`config.mk`:
```
export PLATFORM = sky130hd
export DESIGN_NAME = boot_image_sender_flat
export DESIGN_NICKNAME = d
export VERILOG_FILES = /design/src/rtl/boot_image_if.sv /design/src/rtl/boot_image_sender.sv /design/src/flat_wrapper.sv
export SDC_FILE = /design/constraint.sdc
export NUM_CORES = 1
export LEC_CHECK = 0
export BUFFER_PORTS_ARGS = -buffer_cell sky130_fd_sc_hd__buf_4
export CAP_MARGIN = 15
export CORE_MARGIN = 2
export CORE_UTILIZATION = 57
export DETAILED_ROUTE_END_ITERATION = 6
export PLACE_DENSITY = 0.82
export SYNTH_ARGS = -nofsm -noshare
export SYNTH_HDL_FRONTEND = slang
export SYNTH_SLANG_ARGS = --single-unit
```
`constraint.sdc`:
```
create_clock -name clk -period 3.2 [get_ports clk]
set_input_delay 0.64 -clock clk [delete_from_list [all_inputs] [get_ports clk]]
set_output_delay 0.64 -clock clk [all_outputs]
set_load 0.1 [all_outputs]
```
`src/rtl/boot_image_if.sv`:
```
// boot_image_if: ROM read port plus UART tx/rx byte channels of boot_image_sender
interface boot_image_if #(parameter int ADR_W = 6);
  logic [ADR_W-1:0] rom_adr;
  logic [15:0] rom_data;
  logic [7:0] tx_dat;
  logic tx_en;
  logic tx_full;
  logic [7:0] rx_dat;
  logic rx_en;
  modport master(output rom_adr, tx_dat, tx_en, input rom_data, tx_full, rx_dat, rx_en);
  modport slave(input rom_adr, tx_dat, tx_en, output rom_data, tx_full, rx_dat, rx_en);
endinterface

```
`src/rtl/boot_image_sender.sv`:
```
// boot_image_sender: streams a ROM image as bytes to a UART, then pulses scan_req.
// Define BOOT_VERIFY_EN to also read back the echoed dump and compare it with the ROM.
module boot_image_sender #(
  parameter int WORDS = 64,
  parameter int ADR_W = 6,
  parameter int GAP_CYCLES = 2000,
  parameter int RX_TIMEOUT = 200000
) (
  input  logic clk,
  input  logic rst,
  input  logic ce,
  input  logic start,
  boot_image_if.master bus,
  output logic scan_req,
  output logic busy,
  output logic done,
  output logic [6:0] err_count,
  output logic [ADR_W-1:0] first_err_adr,
  output logic timeout,
  output logic overrun
);
  localparam int GW = $clog2(GAP_CYCLES + 1);
  typedef enum logic [3:0] {
    IDLE, FETCH, SEND_HI, GAP_HI, SEND_LO, GAP_LO, NEXT,
    SCAN, RECV_HI, RECV_LO, CMP_WAIT, COMPARE, DONE
  } state_t;
  state_t state;
  logic [ADR_W-1:0] wcnt;
  logic [GW-1:0] gcnt;
  logic [15:0] shadow;
  logic dly, last, gap_end;
  // the word counter doubles as the ROM address, so the ROM always sees the current word
  assign bus.rom_adr = wcnt;
  assign last = wcnt == ADR_W'(WORDS - 1);
  assign gap_end = gcnt == GW'(GAP_CYCLES - 1);
  assign busy = state != IDLE && state != DONE;
  assign done = state == DONE;
`ifdef BOOT_VERIFY_EN
  localparam int TW = $clog2(RX_TIMEOUT + 1);
  logic [TW-1:0] tcnt;
  logic [7:0] hold, rx_hi, rx_lo;
  logic pend, take, tout;
  assign take = ce && pend && (state == RECV_HI || state == RECV_LO);
  assign tout = tcnt == TW'(RX_TIMEOUT - 1);
`else
  logic [40:0] unused_rx;
  assign unused_rx = {bus.rx_dat, bus.rx_en, 32'(RX_TIMEOUT)};
  assign err_count = '0;
  assign first_err_adr = '0;
  assign timeout = 1'b0;
  assign overrun = 1'b0;
`endif
  always_ff @(posedge clk or posedge rst)
    if (rst) begin
      state <= IDLE;
      wcnt <= '0;
      gcnt <= '0;
      dly <= 1'b0;
      shadow <= '0;
      bus.tx_dat <= '0;
      bus.tx_en <= 1'b0;
      scan_req <= 1'b0;
`ifdef BOOT_VERIFY_EN
      tcnt <= '0;
      hold <= '0;
      rx_hi <= '0;
      rx_lo <= '0;
      pend <= 1'b0;
      err_count <= '0;
      first_err_adr <= '0;
      timeout <= 1'b0;
      overrun <= 1'b0;
`endif
    end else begin
      bus.tx_en <= 1'b0;
      if (ce)
        case (state)
          IDLE: begin
            wcnt <= '0;
`ifdef BOOT_VERIFY_EN
            err_count <= '0;
            first_err_adr <= '0;
            timeout <= 1'b0;
            overrun <= 1'b0;
`endif
            if (start) state <= FETCH;
          end
          FETCH: begin
            dly <= !dly;
            if (dly) begin
              shadow <= bus.rom_data;
              state <= SEND_HI;
            end
          end
          SEND_HI, SEND_LO:
            if (!bus.tx_full) begin
              bus.tx_en <= 1'b1;
              bus.tx_dat <= state == SEND_HI ? shadow[15:8] : shadow[7:0];
              state <= state == SEND_HI ? GAP_HI : GAP_LO;
            end
          GAP_HI, GAP_LO: begin
            gcnt <= gap_end ? '0 : gcnt + 1'b1;
            if (gap_end) state <= state == GAP_HI ? SEND_LO : NEXT;
          end
          NEXT: begin
            wcnt <= last ? '0 : wcnt + 1'b1;
            scan_req <= last;
            state <= last ? SCAN : FETCH;
          end
`ifdef BOOT_VERIFY_EN
          SCAN, RECV_HI, RECV_LO:
            if (take) begin
              tcnt <= '0;
              if (state == RECV_HI) begin
                rx_hi <= hold;
                scan_req <= 1'b0;
                state <= RECV_LO;
              end else begin
                rx_lo <= hold;
                state <= CMP_WAIT;
              end
            end else if (tout) begin
              tcnt <= '0;
              timeout <= 1'b1;
              scan_req <= 1'b0;
              state <= DONE;
            end else begin
              tcnt <= tcnt + 1'b1;
              if (state == SCAN) state <= RECV_HI;
            end
          CMP_WAIT: begin
            dly <= !dly;
            if (dly) state <= COMPARE;
          end
          COMPARE: begin
            if ({rx_hi, rx_lo} != bus.rom_data) begin
              if (err_count == 7'd0) first_err_adr <= wcnt;
              if (err_count != 7'd127) err_count <= err_count + 1'b1;
            end
            wcnt <= last ? wcnt : wcnt + 1'b1;
            state <= last ? DONE : RECV_HI;
          end
`else
          SCAN: begin
            scan_req <= 1'b0;
            state <= DONE;
          end
`endif
          DONE: if (!start) state <= IDLE;
          default: state <= IDLE;
        endcase
`ifdef BOOT_VERIFY_EN
      // capture runs every clk; a byte landing while one is still pending is an overrun
      if (bus.rx_en) begin
        hold <= bus.rx_dat;
        pend <= 1'b1;
        if (pend && !take) overrun <= 1'b1;
      end else if (take)
        pend <= 1'b0;
`endif
    end
endmodule

```
`src/flat_wrapper.sv`:
```
// flat-port wrapper written by rule: the top's interface ports become plain ports
module boot_image_sender_flat 
#(
  parameter int WORDS = 64,
  parameter int ADR_W = 6,
  parameter int GAP_CYCLES = 2000,
  parameter int RX_TIMEOUT = 200000
)
  (clk, rst, ce, start, scan_req, busy, done, err_count, first_err_adr, timeout, overrun, bus_rom_adr, bus_tx_dat, bus_tx_en, bus_rom_data, bus_tx_full, bus_rx_dat, bus_rx_en);
  boot_image_if #(.ADR_W(ADR_W)) bus_i ();
  input  logic clk;
  input  logic rst;
  input  logic ce;
  input  logic start;
  output logic scan_req;
  output logic busy;
  output logic done;
  output logic [6:0] err_count;
  output logic [ADR_W-1:0] first_err_adr;
  output logic timeout;
  output logic overrun;
  output wire logic [$bits(bus_i.rom_adr)-1:0] bus_rom_adr;
  output wire logic [$bits(bus_i.tx_dat)-1:0] bus_tx_dat;
  output wire logic [$bits(bus_i.tx_en)-1:0] bus_tx_en;
  input wire logic [$bits(bus_i.rom_data)-1:0] bus_rom_data;
  input wire logic [$bits(bus_i.tx_full)-1:0] bus_tx_full;
  input wire logic [$bits(bus_i.rx_dat)-1:0] bus_rx_dat;
  input wire logic [$bits(bus_i.rx_en)-1:0] bus_rx_en;
  assign bus_rom_adr = bus_i.rom_adr;
  assign bus_tx_dat = bus_i.tx_dat;
  assign bus_tx_en = bus_i.tx_en;
  assign bus_i.rom_data = bus_rom_data;
  assign bus_i.tx_full = bus_tx_full;
  assign bus_i.rx_dat = bus_rx_dat;
  assign bus_i.rx_en = bus_rx_en;
  boot_image_sender #(.WORDS(WORDS), .ADR_W(ADR_W), .GAP_CYCLES(GAP_CYCLES), .RX_TIMEOUT(RX_TIMEOUT)) u_core (.clk(clk), .rst(rst), .ce(ce), .start(start), .bus(bus_i), .scan_req(scan_req), .busy(busy), .done(done), .err_count(err_count), .first_err_adr(first_err_adr), .timeout(timeout), .overrun(overrun));
endmodule
```
==> run metrics, run 1 <==
row cnt 24; vias in the first global route 1714; CTS H-tree lvls 2; clock sinks 48; CP Data Arrival Time 1.56 ns; IO Count 63; critical path launch point type flip-flop; NumNets Final 307; first-pass GRT wire length 7780 um; initial antenna violation count 0; DR WL/cell 14.3 um; gr usage total 0.197; total CTS buffers 5; Most used DFF post-synth dfrtp_1; drt initial violations 78; gr ovfl total 0; Reg-to-Reg Start u_core.gcnt[0]; # hold bufs at CTS 0; GPL Wtd Cong 0.774; grt met2 use 0.333; RSZ-0062 raised after global routing false; Synth warnings 0; post-synthesis cell type count 51; Slew HR 0.344; syn avg cell area 10.6 sq um; starting density of the core 0.589; Antenna Nets Post-Route 0; max_cap viols 0; Final Setup Violations 0; top cell type's share of synthesized area 0.471; leakage power 1.33 nW; diode count 0; Hold WC Path Type flip-flop to flip-flop; final hold violations 0; top-count cell post-synth dfrtp_1; peak supply drop 0.000421 V; CP endpoint kind primary output; post-synthesis instance total 241; commonest cells in the synthesized netlist dfrtp_1 (48), nand2_1 (25), o21ai_0 (18); Remaining DRCs 0; Core ar. 4320 sq um; R2R depth 5; Fin Setup TNS 0 ns; via count 1808; CTS clk-pin slew, worst paths 0.09 ns; CP required 2.56 ns; Mapped Area 2550 sq um; cell accounting for the most synthesized area dfrtp_1; Worst Path Max Fanout 10; DIE AREA 5020 sq um; Crit Reg-Reg Endpoint u_core.state[0]; Clock Latency Late Sink 0.31 ns; pin count of the biggest net entering global routing 49; reg2reg setup slack 1.07 ns; Hold Path End u_core.bus.tx_dat[0]; hold slack 0.488 ns; count of input and output buffers 38; post-synthesis async set-or-reset flop share 1.00; Die W 70.9 um; sequential area share after synthesis 0.471; Layout fillers 336; layout cell share with drive strength beyond 1 0.261; postcts setup bufs 0; hold depth 2; met1 Track Usage GR 0.250; final wirelength 4700 um; fin crit period 2.20 ns; met3 Use GR 0.0527; critical path class flip-flop to primary output; post-cts sizing count 0; busiest layer in global routing met2; Synth area leaders dfrtp_1 (47%), mux2_2 (7.5%), buf_4 (5.0%), nand2_1 (3.7%), mux2i_1 (3.5%); Layout area overhead 14.1%; final setup skew 0.00925 ns; EDFF count, synth 0; Worst-Margin Slew 0.982 ns; Die Y-Extent 70.9 um; Final Core Density 0.672; Max Fclk 454 MHz; clk buf depth 2; status finished clean; flop and latch count out of synthesis 48; detailed placement HPWL 3380 um; hold path startpoint u_core.bus.tx_dat[0]; Slew Viols, Final 0; CTS tree yes; clk root buf clkbuf_8; P per Cell Area 871 nW/um^2; drt via density 5.51; final worst-path cycle share 0.688; drt first pass iters 4
-- critical path, stage by stage, from the launching register on --
cell	delay, ns
dfrtp_1	0.57
nor2_1	0.22
and3_1	0.18
buf_4	0.29
-- cells in the final DEF, fill, tap and decap left out, types with 2 or more instances in the layout --
master | synthesis | layout
xnor2_1 | 4 | 4
conb_1 | 1 | 15
ha_1 | 2 | 2
clkbuf_8 | 0 | 6
o22ai_1 | 2 | 2
a21oi_1 | 7 | 7
nand2b_1 | 2 | 2
mux2_2 | 17 | 17
nor2b_1 | 2 | 2
nand2_1 | 25 | 25
mux2i_1 | 9 | 9
nor2_1 | 6 | 6
nand3_1 | 10 | 10
or4_1 | 3 | 3
o31ai_1 | 4 | 4
dfrtp_1 | 48 | 48
and2_1 | 2 | 2
a41oi_1 | 2 | 2
nand4_4 | 2 | 2
a21o_1 | 3 | 3
buf_4 | 17 | 38
inv_1 | 11 | 10
and3_1 | 5 | 5
or3_1 | 7 | 7
o21ai_0 | 18 | 18
-- cells by family after synthesis --
logic type      share of synthesized area
compound gates                      0.123
xor+xnor                           0.0245
fa+ha+maj                         0.00982
buf+inv                            0.0810
flops                               0.471
mux                                 0.110
other cells                       0.00147
simple gates                        0.179
-- metal layers --
layer | vias to the layer above | routed length (um)
met5 | - | 0
met4 | 0 | 62
met3 | 5 | 176
met2 | 32 | 2340
met1 | 872 | 2120
li1 | 899 | -
-- how the worst max path moves through the flow --
| stage | from | slack (ns) | to |
|---|---|---|---|
| after global placement | ce | 1.06 | u_core.bus.tx_dat[1] |
| after CTS | u_core.state[1] | 0.99 | done |
| final | u_core.state[1] | 1.0 | done |
| after global routing | u_core.state[2] | 0.93 | busy |
| after floorplan | u_core.bus.rom_adr[0] | 0.97 | u_core.bus.rom_adr[3] |
| after detailed placement | ce | 1.03 | u_core.bus.tx_dat[5] |
-- power by group --
group	internal, W	switching, W	leakage, nW	total (W)
combinational	0.000344	0.000757	0.640	0.00110
sequential	0.000786	0.000186	0.625	0.000972
clock	0.000255	0.000205	0.0614	0.000460
total	0.00139	0.00115	1.33	0.00253
-- layout make-up --
cell class              instances  area, sq um  share of cell area
repair buffers                 38          285              0.0981
clock buffers                   6         82.6              0.0284
inverters                      11         41.3              0.0142
well taps                      52         65.1              0.0224
clock inverters                 2         38.8              0.0133
flip-flops and latches         48         1200               0.413
multi-input cells             171         1190               0.410
-- registers in the layout, indices dropped and copies added, names as in the netlist --
signal              flops
u_core.gcnt            11
u_core.dly              1
u_core.bus.tx_dat       8
u_core.scan_req         1
u_core.bus.rom_adr      6
u_core.bus.tx_en        1
u_core.shadow          16
u_core.state            4
-- per-stage QoR --
| stage | area, sq um | instances | total power (W) | worst slack, ns |
|---|---|---|---|---|
| after floorplan | 2600 | 255 | 0.00189 | 0.973 |
| after global placement | 2790 | 320 | 0.00205 | 1.06 |
| after detailed placement | 2790 | 320 | 0.00208 | 1.03 |
| after CTS | 2910 | 328 | 0.00255 | 0.991 |
| after global routing | 2910 | 328 | 0.00267 | 0.926 |
| final | 2910 | 328 | 0.00253 | 0.997 |
Note: power is estimated with default switching activity, not from simulation.
==> inputs of run 2 (changes only) <==
Settings changed: CORE_UTILIZATION 57 to 53, PLACE_DENSITY 0.82 to 0.76.
Clock period 3.2 ns to 2.2 ns, I/O delays scaled along.
==> run metrics, run 2 (same netlist as run 1, synthesis figures left out) <==
Critical Path End done; Remaining DRCs 0 (unchanged); CP Data Arrival Time 1.57 ns (about the same); Hold WC Path Type primary input to async pin; DIE AREA 5380 sq um (+7.1%); most frequent cells in the layout buf_4 (47), dfrtp_1 (46), nand2_1 (25); first-pass GRT wire length 8090 um (+4.0%); Die W 73.3 um (+3.5%); Final Instance Area 2980 sq um (+2.5%); diode count 0 (unchanged); detailed placement HPWL 3590 um (+6.3%); NumNets Final 316 (+2.9%); Worst Path Max Fanout 8 (-2); Die Y-Extent 73.3 um (+3.5%); Clock Latency Late Sink 0.31 ns (about the same); CP endpoint kind primary output; clk buf depth 2 (unchanged); count of input and output buffers 38 (unchanged); critical path class flip-flop to primary output; CP most frequent cell buf_4; worst path cell trace buf_4 > nor2_1 > and3_1 > buf_4; drt initial violations 79 (+1.3%); P per Cell Area 1250 nW/um^2 (+44%); R2R depth 5 (unchanged); row cnt 25 (+4.2%); CTS H-tree lvls 2 (unchanged); CTS clk-pin slew, worst paths 0.09 ns (about the same); total CTS buffers 5 (unchanged); max_cap viols 0 (unchanged); CP delay by family, top buffers and inverters; initial antenna violation count 0 (unchanged); commonest non-fill, non-tap cell in the layout buf_4; CP required 1.76 ns (-0.80 ns); gr ovfl total 0 (unchanged); via count 1848 (+2.2%); Psw 0.00169 W (+47%); power share of the sequential group 0.371 (-0.013); peak supply drop 0.000449 V (+6.5%); drt first pass iters 4 (unchanged); clk root buf clkbuf_8; Sw Share 0.452 (-0.000645); drt via density 5.45 (-1.1%); fin crit period 2.01 ns; final setup skew 0.00702 ns (-0.00224 ns); Final Setup Violations 0 (unchanged); GPL Wtd Cong 0.846 (+9.4%); leakage power 1.37 nW (+3.0%); DR WL/cell 14.6 um (+1.7%); RSZ-0062 raised after global routing false; max reg flops 16 (unchanged); Fin Setup TNS 0 ns (unchanged); clock share of power 0.182 (about the same); # hold bufs at CTS 0 (unchanged); Core ar. 4690 sq um (+8.5%); clock sinks 48 (unchanged); Slew Viols, Final 0 (unchanged); post-cts sizing count 0 (unchanged); final worst-path cycle share 0.914; layout cell share with drive strength beyond 1 0.291 (+0.0304); Critical Path Stages 4 (+1); gr usage total 0.197 (+0.000299); CP max-delay cell dfrtp_1; biggest regs u_core.shadow: 16 flops, u_core.gcnt: 11 flops, u_core.bus.tx_dat: 8 flops; reg2reg setup slack 0.23 ns (-0.84 ns); Antenna Nets Post-Route 0 (unchanged); critical path launch point type flip-flop; vias in the first global route 1748 (+2.0%); Critical path buffers and inverters 2 (+1); Critical path origin u_core.state[1]; Post-DP Area 2860 sq um (+2.6%); Max Fclk 497 MHz; IO Count 63 (unchanged); Combinational Power Share 0.447 (+0.012); Reg-to-Reg Start u_core.gcnt[0]; final total power 0.00374 W (+48%); CTS tree yes; status finished clean; postcts setup bufs 0 (unchanged); Final Core Density 0.635 (-0.0373); Crit Reg-Reg Endpoint u_core.state[0]; starting density of the core 0.543 (-0.0462); Crit path largest cell delay 0.46 ns (-0.11 ns); largest register by flop count u_core.shadow; Cell Int Power 0.00205 W (+48%); final wirelength 4940 um (+5.1%); final hold violations 0 (unchanged); Layout area overhead 16.9%; pin count of the biggest net entering global routing 26 (-47%)
==> run 2: power groups by stage <==
stage               sequential [W]  clock [W]  combinational [W]
detailed placement         0.00141          0            0.00167
floorplan                  0.00177          0           0.000981
global route               0.00143   0.000727            0.00180
global placement           0.00139          0            0.00163
finish                     0.00139   0.000679            0.00167
CTS                        0.00139   0.000692            0.00168
==> run 2: cell type report <==
class                      count  area [sq um]
tap                           54          67.6
clock inverter                 2          38.8
sequential                    48          1200
multi-input combinational    171          1190
fill                         384          1710
clock buffer                   6          82.6
inverter                      11          41.3
timing repair buffer          47           353
==> run 2: per-layer routing <==
metal / track usage / up-vias / share of wire / wire [um]
met4: 0.0667 / 0 / 0.014 / 70
met1: 0.240 / 892 / 0.43 / 2100
met3: 0.0453 / 5 / 0.040 / 198
met5: 0 / - / 0 / 0
met2: 0.344 / 37 / 0.52 / 2570
li1: - / 914 / - / -
==> run 2: per-stage QoR <==
stage / setup slack, ns / cells / hold slack (ns)
floorplan: 0.148 / 255 / 0.467
finish: 0.189 / 339 / 0.170
detailed placement: 0.254 / 331 / 0.472
global placement: 0.264 / 331 / 0.463
global route: 0.0739 / 339 / 0.193
CTS: 0.173 / 339 / 0.175
==> run 2: worst reg2reg max path, cell delays in order, from the launching register on <==
cell,delay [ns]
dfrtp_1,0.40
ha_1,0.24
nand4b_1,0.11
or4_1,0.47
a211oi_4,0.27
mux2_2,0.36
==> run 2: how the worst min path moves through the flow <==
stage	start	end	slack (ns)	depth (start not counted)
2_1_floorplan	u_core.gcnt[1]	u_core.gcnt[1]	0.47	2
3_3_place_gp	u_core.bus.tx_dat[4]	u_core.bus.tx_dat[4]	0.46	2
3_5_place_dp	u_core.bus.tx_dat[1]	u_core.bus.tx_dat[1]	0.47	2
4_1_cts	rst	u_core.shadow[0]	0.17	3
5_1_grt	rst	u_core.shadow[15]	0.19	3
6_report	rst	u_core.bus.tx_en	0.17	3
